**src/rtl/inst_fetch_queue.sv**
```systemverilog
// -----------------------------------------------------------------------------
// inst_fetch_queue
//
// Fetch stage for the single-cycle decode/execute block. It owns the fetch PC,
// presents that PC to the instruction memory and buffers the returned
// {PC, instruction} pairs in a small FIFO. Decode pops the head entry through
// a valid/ready handshake.
//
// A taken branch/jump redirect flushes every buffered entry and restarts
// fetching at the new target. Fetching stops after an ECALL word is buffered.
// Entries that are already queued still drain while halted. Only a redirect or
// a reset restarts fetching.
//
// Optional feature (macro IFQ_BYPASS_EN):
//   When the FIFO is empty, the state is FETCH and no redirect is requested,
//   the memory word goes straight to decode in the same cycle. If decode takes
//   it, the word is never written into the FIFO. Without the macro, decode
//   only ever sees FIFO storage, so the minimum latency is one cycle.
//
// Parameters:
//   DEPTH     FIFO entries (power of two, >= 2)
//   RESET_PC  PC loaded on reset
//   PTR_W     pointer width, log2(DEPTH)
//
// Ports:
//   CLK         rising-edge clock
//   RST         synchronous active-high reset
//   IMEM_ADDR   instruction memory address (current fetch PC)
//   IMEM_INST   instruction word, combinational from IMEM_ADDR
//   INST_OUT    instruction at the FIFO head (0 while empty)
//   PC_OUT      PC of the FIFO head (0 while empty)
//   INST_VALID  head entry is valid
//   INST_READY  decode accepts the head this cycle
//   REDIR_EN    redirect request (taken branch/jump)
//   REDIR_PC    redirect target, low two bits ignored
//   COUNT       number of occupied entries
//   HALTED      fetch stopped after ECALL
// -----------------------------------------------------------------------------
module inst_fetch_queue #(
  parameter int          DEPTH    = 4,
  parameter logic [31:0] RESET_PC = 32'h0000_0000,
  parameter int          PTR_W    = 2
) (
  input  logic             CLK,
  input  logic             RST,
  output logic [31:0]      IMEM_ADDR,
  input  logic [31:0]      IMEM_INST,
  output logic [31:0]      INST_OUT,
  output logic [31:0]      PC_OUT,
  output logic             INST_VALID,
  input  logic             INST_READY,
  input  logic             REDIR_EN,
  input  logic [31:0]      REDIR_PC,
  output logic [PTR_W:0]   COUNT,
  output logic             HALTED
);

  typedef enum logic {
    FETCH = 1'b0,
    HALT  = 1'b1
  } state_t;

  localparam logic [31:0]    ECALL_WORD = 32'h0000_0073;
  localparam logic [PTR_W:0] FULL_COUNT = DEPTH[PTR_W:0];

  state_t state;
  state_t state_next;

  logic [31:0]    pc_q;
  logic [PTR_W-1:0] rd_ptr;
  logic [PTR_W-1:0] wr_ptr;
  logic [PTR_W:0] count;

  logic [31:0] pc_store   [DEPTH];
  logic [31:0] inst_store [DEPTH];

  logic        fifo_valid;
  logic        bypass;
  logic        pop;
  logic        push;
  logic        consume;
  logic        advance;
  logic        is_ecall;
  logic [31:0] redir_target;

  // Masking keeps every bit of REDIR_PC in use and word-aligns the target.
  assign redir_target = REDIR_PC & 32'hFFFF_FFFC;

  assign IMEM_ADDR = pc_q;
  assign COUNT     = count;
  assign HALTED    = (state == HALT);

  // State register. Reset always returns the machine to FETCH.
  always_ff @(posedge CLK) begin
    if (RST) begin
      state <= FETCH;
    end else begin
      state <= state_next;
    end
  end

  // Handshake decode, head-of-queue outputs and next-state logic.
  always_comb begin
    state_next = state;
    fifo_valid = (count != '0);
`ifdef IFQ_BYPASS_EN
    bypass     = (count == '0) && (state == FETCH) && !REDIR_EN;
`else
    bypass     = 1'b0;
`endif
    INST_VALID = fifo_valid || bypass;
    INST_OUT   = '0;
    PC_OUT     = '0;
    if (bypass) begin
      INST_OUT = IMEM_INST;
      PC_OUT   = pc_q;
    end else if (fifo_valid) begin
      INST_OUT = inst_store[rd_ptr];
      PC_OUT   = pc_store[rd_ptr];
    end

    // A full FIFO can still accept a push if the head leaves in the same cycle.
    pop      = fifo_valid && INST_READY;
    consume  = bypass && INST_READY;
    push     = (state == FETCH) && !REDIR_EN && !consume &&
               ((count != FULL_COUNT) || pop);
    advance  = push || consume;
    is_ecall = (IMEM_INST == ECALL_WORD);

    if (REDIR_EN) begin
      state_next = FETCH;
    end else if (advance && is_ecall) begin
      state_next = HALT;
    end
  end

  // PC, pointers and occupancy. A redirect flushes the queue even if decode
  // popped in the same cycle. The fetch PC simply wraps at 32 bits.
  always_ff @(posedge CLK) begin
    if (RST) begin
      pc_q   <= RESET_PC;
      rd_ptr <= '0;
      wr_ptr <= '0;
      count  <= '0;
    end else if (REDIR_EN) begin
      pc_q   <= redir_target;
      rd_ptr <= '0;
      wr_ptr <= '0;
      count  <= '0;
    end else begin
      if (advance) begin
        pc_q <= pc_q + 32'd4;
      end
      if (push) begin
        wr_ptr <= wr_ptr + 1'b1;
      end
      if (pop) begin
        rd_ptr <= rd_ptr + 1'b1;
      end
      if (push && !pop) begin
        count <= count + 1'b1;
      end else if (pop && !push) begin
        count <= count - 1'b1;
      end
    end
  end

  // Entry storage needs no reset. An entry is only read when COUNT says it
  // holds live data.
  always_ff @(posedge CLK) begin
    if (!RST && push) begin
      pc_store[wr_ptr]   <= pc_q;
      inst_store[wr_ptr] <= IMEM_INST;
    end
  end

endmodule

```
**config.mk**
```make
export PLATFORM = sky130hd
export DESIGN_NAME = inst_fetch_queue
export DESIGN_NICKNAME = d
export VERILOG_FILES = /design/src/rtl/inst_fetch_queue.sv
export SDC_FILE = /design/constraint.sdc
export NUM_CORES = 1
export LEC_CHECK = 0
export ABC_AREA = 0
export BUFFER_PORTS_ARGS = -buffer_cell sky130_fd_sc_hd__buf_4
export CAP_MARGIN = 15
export CORE_ASPECT_RATIO = 2
export CORE_UTILIZATION = 35
export DETAILED_ROUTE_END_ITERATION = 10
export GPL_ROUTABILITY_DRIVEN = 0
export SYNTH_ARGS = -nofsm -noshare
export SYNTH_HDL_FRONTEND = slang
export SYNTH_SLANG_ARGS = --single-unit
```
**constraint.sdc**
```tcl
create_clock -name CLK -period 3.33 [get_ports CLK]
set_input_delay 0.333 -clock CLK [delete_from_list [all_inputs] [get_ports CLK]]
set_output_delay 0.333 -clock CLK [all_outputs]
set_load 0.05 [all_outputs]
```
==> report_table.html <==
<table>
<tr><th>Metric</th><th>Value</th></tr>
<tr><th colspan="2">Clock network</th></tr>
<tr><td>Setup fix buffers added after clock tree synthesis</td><td>0</td></tr>
<tr><td>Number of sinks on the clock net</td><td>288</td></tr>
<tr><td>Hold buffer count at cts</td><td>4</td></tr>
<tr><td>Cell at the root of the clock tree</td><td>sky130_fd_sc_hd__clkbuf_16</td></tr>
<tr><td>Clock buffers created by TritonCTS</td><td>25</td></tr>
<tr><td>Buffers from clock root to sink, at most</td><td>3</td></tr>
<tr><td>CTS tree</td><td>done</td></tr>
<tr><td>Resized Gates After CTS</td><td>0</td></tr>
<tr><td>Worst-skew pair later-pin latency</td><td>about 520 ps</td></tr>
<tr><td>Number of H-tree levels</td><td>1</td></tr>
<tr><td>Clock transition at the registers of the reported paths</td><td>approximately 70 ps</td></tr>
<tr><th colspan="2">Timing</th></tr>
<tr><td>Final Setup Violations</td><td>0</td></tr>
<tr><td>Final Slew Violations</td><td>0</td></tr>
<tr><td>Fmax achieved</td><td>roughly 0.37 GHz</td></tr>
<tr><td>Post-route setup TNS</td><td>0 ps</td></tr>
<tr><td>Final cycle utilization of the critical path</td><td>between 80 and 90%</td></tr>
<tr><td>Worst Max-Slew Pin Slew</td><td>between 600 and 700 ps</td></tr>
<tr><td>Worst slew slack as a fraction of its limit</td><td>a little over half</td></tr>
<tr><td>Post-route minimum period</td><td>roughly 2700 ps</td></tr>
<tr><td>Clock Skews</td><td>about 14 ps</td></tr>
<tr><td>Slack of the critical path</td><td>between 500 and 600 ps</td></tr>
<tr><td>RSZ-0062 raised after global routing</td><td>no</td></tr>
<tr><td>Final hold violations</td><td>0</td></tr>
<tr><td>Minimum hold slack</td><td>28.0 ps</td></tr>
<tr><th colspan="2">GRT</th></tr>
<tr><td>Number of antenna violations at the first check in global routing</td><td>0</td></tr>
<tr><td>First-pass GRT wire length</td><td>between 30000 and 40000 µm</td></tr>
<tr><td>Sum of overflow across all layers after global routing</td><td>0</td></tr>
<tr><td>All-Layer GR Usage</td><td>approximately 16%</td></tr>
<tr><td>Vias in the first global route</td><td>6331</td></tr>
<tr><td>Maximum number of pins on one net before global-route repair</td><td>65</td></tr>
<tr><th colspan="2">Logic synthesis</th></tr>
<tr><td>Mean area per synthesized cell</td><td>between 15 and 20 µm²</td></tr>
<tr><td>Compound-Gate Fraction of Synth Area</td><td>2.37%</td></tr>
<tr><td>Synthesis warning total</td><td>0</td></tr>
<tr><td>Total standard cell area after synthesis</td><td>roughly 0.012 mm²</td></tr>
<tr><td>Total of flip-flops plus latches after synthesis</td><td>288</td></tr>
<tr><td>Count of flip-flops with a built-in enable after synthesis</td><td>between 200 and 250</td></tr>
<tr><td>Proportion of synthesized area in mux cells</td><td>between 10% and 20%</td></tr>
<tr><td>Synth Area in Adders</td><td>less than 1%</td></tr>
<tr><td>Async S/R FF share, synth</td><td>0%</td></tr>
<tr><td>Post-Syn Instances</td><td>about 660</td></tr>
<tr><td>Post-Synth Simple-Gate Area</td><td>under 10%</td></tr>
<tr><td>Commonest register cell after synthesis</td><td>sky130_fd_sc_hd__edfxtp_1</td></tr>
<tr><td>Sequential-to-total area share from yosys stat</td><td>a little under three quarters</td></tr>
<tr><td>Count of different cell masters after synthesis</td><td>46</td></tr>
<tr><td>Main combinational cell family by area after synthesis</td><td>multiplexers</td></tr>
<tr><td>Xor-xnor portion of the synthesized cell area</td><td>under 10%</td></tr>
<tr><th colspan="2">Final layout</th></tr>
<tr><td>Post-route design area</td><td>0.0142 mm²</td></tr>
<tr><td>Most used cells in the layout excluding fill and tap cells</td><td>sky130_fd_sc_hd__edfxtp_1, sky130_fd_sc_hd__buf_4, sky130_fd_sc_hd__and2_1</td></tr>
<tr><td>Ratio of cells with drive above 1 in the final layout</td><td>35.3%</td></tr>
<tr><td>Number of antenna repair diodes</td><td>0</td></tr>
<tr><td>Layout area overhead</td><td>22.2%</td></tr>
<tr><td>Commonest non-fill, non-tap cell in the layout</td><td>sky130_fd_sc_hd__edfxtp_1</td></tr>
<tr><td>Final nets</td><td>between 900 and 1k</td></tr>
<tr><th colspan="2">Die</th></tr>
<tr><td>Top Ports</td><td>approximately 170</td></tr>
<tr><td>Full die area</td><td>about 0.034 mm²</td></tr>
<tr><td>Row count</td><td>94</td></tr>
<tr><td>Height of the die</td><td>about 260 µm</td></tr>
<tr><td>Initial core utilization</td><td>a little over a third</td></tr>
<tr><td>Core outline area</td><td>roughly 0.033 mm²</td></tr>
<tr><td>Floorplan die width</td><td>approximately 130 µm</td></tr>
<tr><th colspan="2">Drt</th></tr>
<tr><td>ANT nets after route</td><td>0</td></tr>
<tr><td>Via-to-Cell Ratio</td><td>slightly below 5</td></tr>
<tr><td>Vias</td><td>around 6.3k</td></tr>
<tr><td>Drt first pass iters</td><td>4</td></tr>
<tr><td>Violation count after the first detailed-routing iteration</td><td>330</td></tr>
<tr><td>Average wire length per cell after detail routing</td><td>20.5 µm</td></tr>
<tr><td>Post-route DRC</td><td>0</td></tr>
<tr><td>Total Routed Length</td><td>~26000 µm</td></tr>
<tr><th colspan="2">Place</th></tr>
<tr><td>Post-DP HPWL</td><td>17000 µm</td></tr>
<tr><td>I/O Buffers</td><td>around 160</td></tr>
<tr><td>Worst Setup Slack post-DPL</td><td>roughly 700 ps</td></tr>
<tr><td>Area after detailed placement</td><td>between 0.01 and 0.015 mm²</td></tr>
<tr><th colspan="2">Run status</th></tr>
<tr><td>Run status</td><td>complete, no violations</td></tr>
<tr><th colspan="2">Worst setup path</th></tr>
<tr><td>Kind of launch point of the worst setup path</td><td>flop</td></tr>
<tr><td>Worst EP required</td><td>3000 ps</td></tr>
<tr><td>Data arrival time of the worst path</td><td>~2400 ps</td></tr>
<tr><td>Critical setup path kind</td><td>reg -&gt; out</td></tr>
<tr><td>Endpoint kind of the worst setup timing path</td><td>output pin</td></tr>
<tr><td>Max FO, Critical Path</td><td>29</td></tr>
<tr><th colspan="2">Power</th></tr>
<tr><td>Cell Pwr Density</td><td>roughly 580 mW/mm²</td></tr>
<tr><td>IR drop worst, VDD</td><td>around 280 µV</td></tr>
<tr><td>Leakage power of the design</td><td>between 4 and 5 nW</td></tr>
<tr><th colspan="2">Job</th></tr>
<tr><td>Maxcap violations</td><td>0</td></tr>
<tr><th colspan="2">Min path</th></tr>
<tr><td>Path category of the worst min-delay check</td><td>in -&gt; reg</td></tr>
</table>
## power by group
| part | internal (mW) | switching [mW] | total, mW | leakage, nW |
|---|---|---|---|---|
| registers | 4.02 | 0.0942 | 4.12 | 2.61 |
| clock network | 1.61 | 1.27 | 2.88 | 0.386 |
| logic | 0.401 | 0.799 | 1.20 | 1.92 |
| total | 6.03 | 2.17 | 8.20 | 4.91 |
## sequential cells by signal, indices dropped and copies added, names as in the netlist, named ones only
name / count
HALTED: 1
IMEM_ADDR: 30
wr_ptr: 2
COUNT: 3
rd_ptr: 2
pc_store: 120
inst_store: 128
## layout make-up
class	count	area, µm²
fill	2912	18600
timing repair buffer	181	1410
clock inverter	10	121
multi-input combinational	328	3180
clock buffer	35	683
sequential	288	8250
inverter	7	26.3
tap	432	541
## worst paths after layout
kind / start / end / slack, ps / cells past startpoint
max: flop / PC_OUT[2] / 600 / 4
min reg2reg: wr_ptr[1] / wr_ptr[1] / 510 / 2
max reg2reg: COUNT[0] / COUNT[2] / 750 / 9
min: REDIR_PC[14] / IMEM_ADDR[14] / 30 / 3
## per-stage QoR
stage | cells | util, % | power, mW
floorplan | 661 | - | 4.97
global placement | 1232 | 40.7 | 5.41
detailed placement | 1232 | 40.7 | 5.42
CTS | 1281 | 43.3 | 8.31
global route | 1281 | 43.3 | 8.48
finish | 1281 | 43.3 | 8.20
## metal layers
metal | GRT usage [%] | up-vias | part of all wire [%]
met5 | 0 | - | 0
met2 | 30.1 | 141 | 57
met3 | 1.93 | 25 | 4.0
met4 | 5.01 | 0 | 2.1
met1 | 17.8 | 3194 | 37
li1 | - | 2893 | -
## synth_stat cells, types with 5 or more instances
master / instances / area, µm²
sky130_fd_sc_hd__a211oi_1: 8 / 60.1
sky130_fd_sc_hd__a211oi_2: 6 / 75.1
sky130_fd_sc_hd__dfxtp_1: 40 / 801
sky130_fd_sc_hd__a21oi_1: 8 / 40.0
sky130_fd_sc_hd__nand4_1: 13 / 81.3
sky130_fd_sc_hd__and3_1: 12 / 75.1
sky130_fd_sc_hd__buf_2: 9 / 45.0
sky130_fd_sc_hd__nand3_1: 11 / 55.1
sky130_fd_sc_hd__nor4_1: 6 / 37.5
sky130_fd_sc_hd__o21ai_1: 9 / 45.0
sky130_fd_sc_hd__xnor2_1: 5 / 43.8
sky130_fd_sc_hd__mux4_2: 62 / 1400
sky130_fd_sc_hd__and2_1: 65 / 407
sky130_fd_sc_hd__clkbuf_1: 20 / 75.1
sky130_fd_sc_hd__nor2_1: 30 / 113
sky130_fd_sc_hd__ha_1: 6 / 75.1
sky130_fd_sc_hd__edfxtp_1: 248 / 7450
sky130_fd_sc_hd__xor2_1: 28 / 245
sky130_fd_sc_hd__inv_1: 7 / 26.3
sky130_fd_sc_hd__buf_4: 6 / 45.0
sky130_fd_sc_hd__nand2_1: 27 / 101
## worst max-delay path, cell delays in order (launching register included)
cell	delay (ps)
sky130_fd_sc_hd__dfxtp_4	590
sky130_fd_sc_hd__buf_12	300
sky130_fd_sc_hd__mux4_2	530
sky130_fd_sc_hd__and2_1	210
sky130_fd_sc_hd__buf_4	200
## kinds of logic (layout without fill, tap and decap cells)
| family | after synthesis | after routing |
|---|---|---|
| flip-flops | 288 | 288 |
| AND/OR/NAND/NOR | 183 | 183 |
| multiplexers | 63 | 63 |
| buffers and inverters | 45 | 233 |
| AO/OA/AOI/OAI | 38 | 38 |
| XOR/XNOR | 33 | 33 |
| adder cells (fa/ha/maj) | 7 | 7 |
| other | 1 | 4 |
(Power assumes the default switching activity.)
